`src/rtl/sysarr_pkg.sv`:
```
// Shared parameters, FSM state type and operand type for the systolic-array feed sequencer.
package sysarr_pkg;

   localparam int unsigned N          = 8;
   localparam int unsigned DATA_WIDTH = 16;
   localparam int unsigned MAX_K      = 256;
   localparam int unsigned KW         = $clog2(MAX_K + 1);
   localparam int unsigned PE_LAT     = 1;
   localparam int unsigned DRAIN_CYC  = 2 * (N - 1) + PE_LAT + 1;

   localparam logic [KW-1:0] MAX_K_KW = KW'(MAX_K);

   typedef enum logic [2:0] {
      IDLE,
      CLEAR,
      FEED,
      DRAIN,
      DONE
   } sysctrl_state_e;

   typedef logic signed [DATA_WIDTH-1:0] operand_t;

   function automatic logic [KW-1:0] sat_k(input logic [KW-1:0] k);
      return (k > MAX_K_KW) ? MAX_K_KW : k;
   endfunction

endpackage

```
`src/rtl/systolic_feed_ctrl_skew_line.sv`:
```
// Fixed-depth delay line with a per-stage valid bit; output is zero whenever the emerging stage is invalid.
module skew_line #(
   parameter int unsigned DEPTH = 1,
   parameter int unsigned W     = 16
) (
   input  logic         clk_i,
   input  logic         rst_ni,
   input  logic         vld_i,
   input  logic [W-1:0] data_i,
   output logic [W-1:0] data_o
);

   if (DEPTH == 0) begin : g_wire
      assign data_o = vld_i ? data_i : '0;
   end else begin : g_pipe
      logic         vld_q  [DEPTH];
      logic [W-1:0] data_q [DEPTH];

      always_ff @(posedge clk_i or negedge rst_ni) begin
         if (!rst_ni) begin
            for (int unsigned s = 0; s < DEPTH; s++) begin
               vld_q[s]  <= 1'b0;
               data_q[s] <= '0;
            end
         end else begin
            vld_q[0]  <= vld_i;
            data_q[0] <= data_i;
            for (int unsigned s = 1; s < DEPTH; s++) begin
               vld_q[s]  <= vld_q[s-1];
               data_q[s] <= data_q[s-1];
            end
         end
      end

      assign data_o = vld_q[DEPTH-1] ? data_q[DEPTH-1] : '0;
   end

endmodule

```
`src/rtl/systolic_feed_ctrl.sv`:
```
// Feed sequencer for the NxN output-stationary systolic array: clear, skewed A/B feed, drain, done.
// Optional busy-cycle counter on port perf_cycles when SYSCTRL_PERF_CNT_EN is defined.
module systolic_feed_ctrl
   import sysarr_pkg::*;
(
   input  logic                    clk,
   input  logic                    rst_n,
   input  logic                    start,
   input  logic [KW-1:0]           k_len,
   output logic                    busy,
   output logic                    done,
   output logic                    a_rd_en,
   output logic [KW-2:0]           a_rd_addr,
   input  logic [N*DATA_WIDTH-1:0] a_rd_data,
   output logic                    b_rd_en,
   output logic [KW-2:0]           b_rd_addr,
   input  logic [N*DATA_WIDTH-1:0] b_rd_data,
   output logic [N*DATA_WIDTH-1:0] a_feed,
   output logic [N*DATA_WIDTH-1:0] b_feed,
   output logic                    arr_rst_n
`ifdef SYSCTRL_PERF_CNT_EN
   ,
   output logic [31:0]             perf_cycles
`endif
);

   localparam int unsigned DRW = $clog2(DRAIN_CYC);
   localparam int unsigned OW  = $bits(operand_t);

   sysctrl_state_e state_q;
   logic [KW-1:0]  k_len_q;
   logic [KW-1:0]  k_cnt_q;
   logic [DRW-1:0] drain_q;
   logic           busy_q;
   logic           done_q;
   logic           rd_en_q;
   logic [KW-2:0]  addr_q;
   logic           arr_rst_n_q;
   logic           rd_vld_q;

   // k_cnt_q counts reads already presented, so the last address is on the bus when it equals k_len_q
   always_ff @(posedge clk or negedge rst_n) begin
      if (!rst_n) begin
         state_q     <= IDLE;
         k_len_q     <= '0;
         k_cnt_q     <= '0;
         drain_q     <= '0;
         busy_q      <= 1'b0;
         done_q      <= 1'b0;
         rd_en_q     <= 1'b0;
         addr_q      <= '0;
         arr_rst_n_q <= 1'b0;
         rd_vld_q    <= 1'b0;
      end else begin
         done_q   <= 1'b0;
         rd_en_q  <= 1'b0;
         rd_vld_q <= rd_en_q;
         unique case (state_q)
            IDLE, DONE: begin
               state_q     <= IDLE;
               busy_q      <= 1'b0;
               arr_rst_n_q <= 1'b1;
               if (start) begin
                  state_q     <= CLEAR;
                  k_len_q     <= sat_k(k_len);
                  busy_q      <= 1'b1;
                  arr_rst_n_q <= 1'b0;
               end
            end
            CLEAR: begin
               arr_rst_n_q <= 1'b1;
               if (k_len_q == '0) begin
                  state_q <= DONE;
                  busy_q  <= 1'b0;
                  done_q  <= 1'b1;
               end else begin
                  state_q <= FEED;
                  rd_en_q <= 1'b1;
                  addr_q  <= '0;
                  k_cnt_q <= KW'(1);
               end
            end
            FEED: begin
               if (k_cnt_q == k_len_q) begin
                  state_q <= DRAIN;
                  drain_q <= '0;
               end else begin
                  rd_en_q <= 1'b1;
                  addr_q  <= k_cnt_q[KW-2:0];
                  k_cnt_q <= k_cnt_q + 1'b1;
               end
            end
            DRAIN: begin
               if (drain_q == DRW'(DRAIN_CYC - 1)) begin
                  state_q <= DONE;
                  busy_q  <= 1'b0;
                  done_q  <= 1'b1;
               end else begin
                  drain_q <= drain_q + 1'b1;
               end
            end
            default: state_q <= IDLE;
         endcase
      end
   end

   for (genvar i = 0; i < N; i++) begin : g_lane
      skew_line #(
         .DEPTH(i),
         .W    (OW)
      ) u_skew_a (
         .clk_i (clk),
         .rst_ni(rst_n),
         .vld_i (rd_vld_q),
         .data_i(a_rd_data[i*OW +: OW]),
         .data_o(a_feed[i*OW +: OW])
      );

      skew_line #(
         .DEPTH(i),
         .W    (OW)
      ) u_skew_b (
         .clk_i (clk),
         .rst_ni(rst_n),
         .vld_i (rd_vld_q),
         .data_i(b_rd_data[i*OW +: OW]),
         .data_o(b_feed[i*OW +: OW])
      );
   end

   assign busy      = busy_q;
   assign done      = done_q;
   assign a_rd_en   = rd_en_q;
   assign b_rd_en   = rd_en_q;
   assign a_rd_addr = addr_q;
   assign b_rd_addr = addr_q;
   assign arr_rst_n = arr_rst_n_q;

`ifdef SYSCTRL_PERF_CNT_EN
   logic [31:0] perf_q;

   always_ff @(posedge clk or negedge rst_n) begin
      if (!rst_n) begin
         perf_q <= '0;
      end else if (busy_q && (perf_q != '1)) begin
         perf_q <= perf_q + 32'd1;
      end
   end

   assign perf_cycles = perf_q;
`endif

endmodule

```
`config.mk`:
```
export PLATFORM = sky130hd
export DESIGN_NAME = systolic_feed_ctrl
export DESIGN_NICKNAME = d
export VERILOG_FILES = /design/src/rtl/sysarr_pkg.sv /design/src/rtl/systolic_feed_ctrl_skew_line.sv /design/src/rtl/systolic_feed_ctrl.sv
export SDC_FILE = /design/constraint.sdc
export NUM_CORES = 1
export LEC_CHECK = 0
export ABC_AREA = 1
export BUFFER_PORTS_ARGS = -buffer_cell sky130_fd_sc_hd__clkbuf_2
export CAP_MARGIN = 20
export CORE_MARGIN = 2
export CORE_UTILIZATION = 53
export CTS_CLUSTER_SIZE = 28
export DETAILED_ROUTE_END_ITERATION = 10
export HOLD_SLACK_MARGIN = 0.05
export PLACE_DENSITY_LB_ADDON = 0.08
export REMOVE_ABC_BUFFERS = 1
export SYNTH_ARGS = -nofsm -noshare
export SYNTH_HDL_FRONTEND = slang
export SYNTH_SLANG_ARGS = --single-unit
```
`constraint.sdc`:
```
create_clock -name clk -period 1.8 [get_ports clk]
set_input_delay 0.09 -clock clk [delete_from_list [all_inputs] [get_ports clk]]
set_output_delay 0.09 -clock clk [all_outputs]
set_load 0.01 [all_outputs]
```
==> results of run 1 <==
## final cells by class
cell class	instances	share of cell area
multi-input combinational	441	0.0515
inverter	284	0.0294
clock inverter	37	0.0136
clock buffer	124	0.0732
sequential	941	0.649
timing repair buffer	838	0.159
antenna	5	0.000345
tap	672	0.0232
## where the power goes
group,leakage (nW),internal [W],switching (W)
combinational,6.77,0.00285,0.00514
clock,1.56,0.0119,0.00760
sequential,11.0,0.0225,0.000607
total,19.3,0.0372,0.0133
## layer usage
metal / vias up / global-route usage
met1: 7535 / 0.276
li1: 6758 / -
met4: 8 / 0.125
met5: - / 0
met2: 535 / 0.407
met3: 165 / 0.0618
## placed cells by master, fill, tap and decap left out, types with 4 or more instances in the layout
master                            n
sky130_fd_sc_hd__clkbuf_8        23
sky130_fd_sc_hd__clkinv_2        18
sky130_fd_sc_hd__nor2_2           4
sky130_fd_sc_hd__diode_2          5
sky130_fd_sc_hd__nand2_1        341
sky130_fd_sc_hd__clkbuf_16       92
sky130_fd_sc_hd__bufinv_16       11
sky130_fd_sc_hd__nand2_2          5
sky130_fd_sc_hd__nor2_1          28
sky130_fd_sc_hd__clkinvlp_4       4
sky130_fd_sc_hd__inv_1          279
sky130_fd_sc_hd__buf_4           36
sky130_fd_sc_hd__clkbuf_2       543
sky130_fd_sc_hd__nand3_1         28
sky130_fd_sc_hd__o21ai_0          5
sky130_fd_sc_hd__buf_12          18
sky130_fd_sc_hd__dfrtp_1        940
sky130_fd_sc_hd__xor2_1           6
sky130_fd_sc_hd__clkbuf_1         9
sky130_fd_sc_hd__dlygate4sd3_1  235
## final timing paths
check / start / endpoint / slack, ns / depth (start not counted)
min in group asynchronous: rst_n / g_lane[5].u_skew_b.g_pipe.data_q[6] / 0.21 / 3
min: a_rd_data[48] / g_lane[3].u_skew_a.g_pipe.data_q[32] / 0.1 / 2
min reg2reg: g_lane[6].u_skew_a.g_pipe.data_q[95] / g_lane[6].u_skew_a.g_pipe.data_q[79] / 0.34 / 0
max: g_lane[7].u_skew_b.g_pipe.vld_q[6] / b_feed[23] / 0.08 / 4
max in group asynchronous: rst_n / done / 1.05 / 3
max reg2reg: k_cnt_q[2] / a_rd_addr[7] / 0.22 / 8
## per-stage QoR
step	cell area, µm²	cells	hold slack, ns	total power (W)	setup slack [ns]
2_1_floorplan	26500	1666	-0.206	0.0267	0.375
3_3_place_gp	30700	2939	0.0488	0.0307	0.217
3_5_place_dp	30700	2939	0.0552	0.0308	0.189
4_1_cts	36200	3337	0.0651	0.0509	0.0123
5_1_grt	36300	3339	0.0856	0.0528	0.00225
6_report	36300	3342	0.0999	0.0506	0.0789
## repair_timing
action / 4_1_cts / 5_1_grt
setup endpoints to repair: 16 / 35
gates resized for setup: 5 / 8
endpoints found under the hold margin: 1102 / 0
buffers inserted: 1 / 0
hold buffers: 236 / 0
## cells by family (layout without fill, tap and decap cells)
group	Yosys count	count (layout)	synth area share
adder cells (fa/ha/maj)	2	2	0.000937
flip-flops	941	941	0.882
AO/OA/AOI/OAI	11	11	0.00248
XOR/XNOR	10	10	0.00356
other	0	5	0
AND/OR/NAND/NOR	418	418	0.0624
buffers and inverters	326	1283	0.0489
## registers in the layout (all words and copies together) (netlist names), 3 cells and up
signal and flops:
g_lane.u_skew_a.g_pipe.data_q 448, g_lane.u_skew_b.g_pipe.data_q 448, k_cnt_q 9, k_len_q 9, a_rd_addr 8, g_lane.u_skew_b.g_pipe.vld_q 7, drain_q 4, state_q 3
## worst reg2reg max path, stage by stage, from the launching register on
cell                      delay [ns]
sky130_fd_sc_hd__dfrtp_1        0.51
sky130_fd_sc_hd__xnor2_2        0.15
sky130_fd_sc_hd__nand2_1        0.07
sky130_fd_sc_hd__nor2_2         0.09
sky130_fd_sc_hd__nand3_2        0.12
sky130_fd_sc_hd__nand2_8        0.17
sky130_fd_sc_hd__nand2_4        0.17
sky130_fd_sc_hd__nand2_1        0.12
sky130_fd_sc_hd__nand2_1        0.06
==> results.py, run 1 <==
metrics = {
    "logic_synthesis": {
        "synth_edf_count": 0,
        "yosys_warnings": 0,
        "synthesis.area_um2": 26700,
        "postSynth.asyncResetShare": 1.00,
        "dominantRegCellSynth": "sky130_fd_sc_hd__dfrtp_1",
        "netlist.top_cell.by_area": "sky130_fd_sc_hd__dfrtp_1",
        "synth.area.top_cells": "sky130_fd_sc_hd__dfrtp_1 88%, sky130_fd_sc_hd__nand2_1 4.8%, sky130_fd_sc_hd__inv_1 3.9%, sky130_fd_sc_hd__nand3_1 0.52%, sky130_fd_sc_hd__nor2_1 0.39%",
        "post_synth_num_cell_types": 28,
        "yosys.area.top_type_share": 0.882,
        "syn_inst": 1708,
        "synthMostInstantiatedCell": "sky130_fd_sc_hd__dfrtp_1",
        "synth.yosys.seq_area_share": 0.882,
        "synth.ff_latch_count": 941,
        "netlist_top_cells_count": "941 x sky130_fd_sc_hd__dfrtp_1, 343 x sky130_fd_sc_hd__nand2_1, 279 x sky130_fd_sc_hd__inv_1",
        "syn_area_per_cell_um2": 15.6,
    },
    "global_route": {
        "grt_pass1_wl_mm": 93.2,
        "grt_use_total": 0.237,
        "number_of_antenna_violations_at_the_first_check_in_global_routing": 9,
        "number_of_global_route_vias_before_repair": 16695,
        "globalRouteOverflowTotal": 0,
        "largest_net_degree_at_the_start_of_global_routing": 93,
    },
    "clocking": {
        "clock_sink_count": 941,
        "deepest_level_of_the_cts_h_tree": 3,
        "cts_made_buffers": 88,
        "clock_tree.root_cell": "sky130_fd_sc_hd__clkbuf_16",
        "cts_buffer_depth": 3,
        "tritoncts_clock_tree": "yes",
        "clkSlewWorstSetupHoldPaths_ns": 0.07,
        "worstSkewPairLatency_ns": 0.62,
    },
    "routing": {
        "drt_first_pass_iters": 5,
        "met2_wire_len_mm": 30.6,
        "detail_route.wirelength.met1_mm": 21.5,
        "top_signal_layer_used": "met5",
        "dr_wl_met3_mm": 3.57,
        "count_of_vias_placed_by_the_detailed_router": 15001,
        "drc": 0,
        "drt-total-wl_mm": 59.1,
        "avgViaCountPerCell": 4.49,
        "drt-wirelength-per-cell_um": 17.7,
        "antenna_left": 0,
        "drt-initial-drc-count": 800,
    },
    "floorplan": {
        "die_area_um2": 52200,
        "die_height_um": 228,
        "boundaryPins": 545,
        "rows": 82,
        "design.core.area_um2": 50000,
        "die_w_um": 228,
        "floorplan.initialDensity": 0.534,
    },
    "pwr": {
        "peakVddDrop_mv": 0.992,
        "powerDensity_nw_per_um2": 1390,
        "p_leak_nw": 19.3,
    },
    "finish": {
        "area.growth.synth_to_final_pct": 35.8,
        "register_area_um2": 23500,
        "final_util": 0.726,
        "multi_input_area_um2": 1870,
        "fin_nets": 2864,
        "fillers": 3145,
        "layout-drive-gt1-share": 0.291,
    },
    "sta": {
        "drv_slew": 0,
        "slew_headroom": 0.604,
        "timing.setup.tns_ns": 0,
        "clock-skew-final_ns": 0.0198,
        "report.final.hold_viol_count": 0,
        "timing.final.setup_violations": 0,
        "finalWorstPathRequiredPeriod_ns": 1.72,
        "max_clock_freq_ghz": 0.581,
        "rsz0062_at_grt": "false",
        "worstMarginPinSlew_ns": 0.587,
        "fin_crit_sh": 0.956,
    },
    "setup_path": {
        "crit_path_max_fanout": 20,
        "slowest_stage": "sky130_fd_sc_hd__dfrtp_1",
        "crit_required_ns": 1.71,
        "crit_path_start_kind": "register",
        "endpoint_kind": "output port",
        "max_incr_delay_on_cp_ns": 0.43,
        "cp_cell_sequence": "buf_8 -> nand2_1 -> inv_1 -> clkbuf_2",
        "worst-endpoint-arrival_ns": 1.63,
        "cp.buffers_inverters": 3,
        "timing_worst_setup_path_type": "reg -> out",
        "worst_path_dominant_cell_family": "buffers and inverters",
    },
    "placement": {
        "dp.final_hpwl_mm": 37.5,
        "port_buffers": 544,
        "place.gp.congestion": 0.881,
    },
    "flow_run": {
        "max_cap_viol_count": 0,
    },
    "run_status": {
        "status": "complete, no violations",
    },
    "min_path": {
        "worst_hold_class": "in -> reg",
    },
}
Note: power is estimated with default switching activity, not from simulation.
==> run 2: changes to the inputs <==
==> constraint.sdc (replaced) <==
create_clock -name clk -period 1.8 [get_ports clk]
set_input_delay 0.27 -clock clk [delete_from_list [all_inputs] [get_ports clk]]
set_output_delay 0.27 -clock clk [all_outputs]
set_load 0.01 [all_outputs]
==> results.py, run 2 (synthesized netlist as in run 1, its figures left out) <==
metrics = {
    "pwr": {
        "peakVddDrop_mv": 1.23,
        "p_leak_nw": 19.8,
        "powerDensity_nw_per_um2": 1390,
    },
    "setup_path": {
        "r2r_slack_ns": 0.26,
        "timing_worst_setup_path_type": "reg -> out",
        "worst-endpoint-arrival_ns": 1.58,
        "rr_worst_depth": 6,
        "max_incr_delay_on_cp_ns": 0.48,
        "slowest_stage": "sky130_fd_sc_hd__dfrtp_2",
        "crit_required_ns": 1.53,
        "crit_path_start": "g_lane[7].u_skew_b.g_pipe.vld_q[5]",
        "r2r-end": "a_rd_addr[7]",
        "endpoint": "a_feed[37]",
        "crit_path_max_fanout": 8,
        "cp_cell_sequence": "buf_6 -> nand2_1 -> inv_1 -> clkbuf_2",
        "crit_path_start_kind": "register",
        "endpoint_kind": "output port",
        "timing.rr.start": "k_len_q[7]",
    },
    "routing": {
        "drt_first_pass_iters": 5,
        "avgViaCountPerCell": 4.60,
        "drc": 0,
        "drt-initial-drc-count": 836,
        "drt-total-wl_mm": 67.4,
        "drt-wirelength-per-cell_um": 20.0,
        "count_of_vias_placed_by_the_detailed_router": 15461,
        "antenna_left": 0,
    },
    "sta": {
        "timing.final.ws_setup_ns": -0.0550,
        "finalWorstPathRequiredPeriod_ns": 1.85,
        "clock-skew-final_ns": 0.0161,
        "slew_headroom": 0.707,
        "drv_slew": 0,
        "timing.setup.tns_ns": -2.02,
        "max_clock_freq_ghz": 0.539,
        "fin_crit_sh": 1.03,
        "worstMarginPinSlew_ns": 0.440,
        "timing.final.setup_violations": 100,
        "rsz0062_at_grt": "true",
        "report.final.hold_viol_count": 0,
    },
    "finish": {
        "fillers": 2789,
        "layout-drive-gt1-share": 0.376,
        "postLayoutCellArea_um2": 38100,
        "layout_top_registers": "g_lane.u_skew_a.g_pipe.data_q x448, g_lane.u_skew_b.g_pipe.data_q x448",
        "layout.cells.most_common_list": "935 x sky130_fd_sc_hd__dfrtp_1, 391 x sky130_fd_sc_hd__clkbuf_2, 234 x sky130_fd_sc_hd__dlygate4sd3_1",
        "final_util": 0.762,
        "commonest_non_fill_non_tap_cell_in_the_layout": "sky130_fd_sc_hd__dfrtp_1",
        "fin_nets": 2887,
        "area.growth.synth_to_final_pct": 42.5,
    },
    "clocking": {
        "cts_made_buffers": 88,
        "clock_tree.root_cell": "sky130_fd_sc_hd__clkbuf_16",
        "deepest_level_of_the_cts_h_tree": 3,
        "clkSlewWorstSetupHoldPaths_ns": 0.06,
        "cts_buffer_depth": 3,
        "worstSkewPairLatency_ns": 0.62,
        "clock_sink_count": 941,
        "tritoncts_clock_tree": "yes",
    },
    "global_route": {
        "grt_use_total": 0.244,
        "number_of_global_route_vias_before_repair": 16872,
        "largest_net_degree_at_the_start_of_global_routing": 82,
        "number_of_antenna_violations_at_the_first_check_in_global_routing": 12,
        "globalRouteOverflowTotal": 0,
        "grt_pass1_wl_mm": 95.4,
    },
    "floorplan": {
        "floorplan.initialDensity": 0.534,
        "die_w_um": 228,
        "boundaryPins": 545,
        "die_area_um2": 52200,
        "die_height_um": 228,
        "rows": 82,
        "design.core.area_um2": 50000,
    },
    "flow_run": {
        "max_cap_viol_count": 0,
    },
    "run_status": {
        "status": "finished with violations",
        "failed_checks": "setup timing",
    },
    "min_path": {
        "worst_hold_class": "in -> async",
    },
    "placement": {
        "place.gp.congestion": 0.936,
        "placement.cell_area_um2": 30700,
        "dp_worst_setup_slack_ns": 0.207,
        "dp.final_hpwl_mm": 38.3,
        "port_buffers": 544,
    },
}
==> run 2: cell types whose count changed in the layout (fill, tap and decap cells not counted), moves of 8 or more <==
cell	before	now
sky130_fd_sc_hd__buf_12	18	26
sky130_fd_sc_hd__clkbuf_1	9	20
sky130_fd_sc_hd__nand2_2	5	34
sky130_fd_sc_hd__clkbuf_8	23	39
sky130_fd_sc_hd__inv_1	279	166
sky130_fd_sc_hd__inv_2	3	103
sky130_fd_sc_hd__clkbuf_16	92	100
sky130_fd_sc_hd__buf_2	0	30
sky130_fd_sc_hd__inv_4	0	13
sky130_fd_sc_hd__nand2_4	1	81
sky130_fd_sc_hd__nand2_1	341	233
sky130_fd_sc_hd__buf_6	3	99
sky130_fd_sc_hd__clkbuf_2	543	391
sky130_fd_sc_hd__buf_4	36	44
==> run 2: what timing repair did <==
action                                  in CTS  in global routing
cloned                                       1                 12
gates resized for setup                    108                526
pin swaps                                    0                  6
endpoints found under the setup margin     204                235
hold buffers                               234                  0
endpoints found under the hold margin      654                  0
buffers inserted                             3                  3
==> run 2: final cells by class <==
cell class | instances | area (µm²) | share of cell area
repair buffers | 861 | 7050 | 0.185
diodes | 8 | 20.0 | 0.000526
well taps | 672 | 841 | 0.0221
flip-flops and latches | 941 | 23600 | 0.619
multi-input cells | 441 | 2520 | 0.0663
clock buffers | 132 | 2630 | 0.0691
clock inverters | 25 | 332 | 0.00871
inverters | 284 | 1100 | 0.0289
==> run 2: where the power goes <==
group | switching (W) | internal [W]
Combinational | 0.00616 | 0.00483
Clock | 0.00776 | 0.0110
Sequential | 0.000793 | 0.0225
Total | 0.0147 | 0.0383
==> run 2: per-layer routing <==
layer | GRT usage | up-vias | wire, µm
met5 | 0 | - | 37
met2 | 0.417 | 587 | 35900
met3 | 0.0594 | 158 | 4060
met4 | 0.132 | 6 | 3350
met1 | 0.287 | 7910 | 24100
li1 | - | 6800 | -
==> run 2: critical path: cells and delay by family (launching register included) <==
family | cells | cell delay, ns
AND/OR/NAND/NOR | 1 | 0.08
buffers and inverters | 3 | 0.41
flip-flops | 1 | 0.48
==> run 2: metrics by stage <==
stage	power [W]	hold WS, ns	std cells
final	0.0531	0.147	3364
after global routing	0.0553	0.154	3363
after CTS	0.0506	0.123	3341
after detailed placement	0.0308	0.194	2946
after global placement	0.0307	0.198	2946
after floorplan	0.0267	-0.0256	1666
==> run 2: worst min path at each step <==
stage	to	slack [ns]	cells after the start
final	g_lane[7].u_skew_b.g_pipe.data_q[3]	0.15	2
after global routing	g_lane[7].u_skew_b.g_pipe.data_q[3]	0.15	2
after CTS	g_lane[7].u_skew_b.g_pipe.data_q[3]	0.12	2
after detailed placement	g_lane[7].u_skew_b.g_pipe.data_q[3]	0.19	1
after global placement	g_lane[7].u_skew_b.g_pipe.data_q[3]	0.20	1
after floorplan	a_rd_addr[0]	-0.03	0
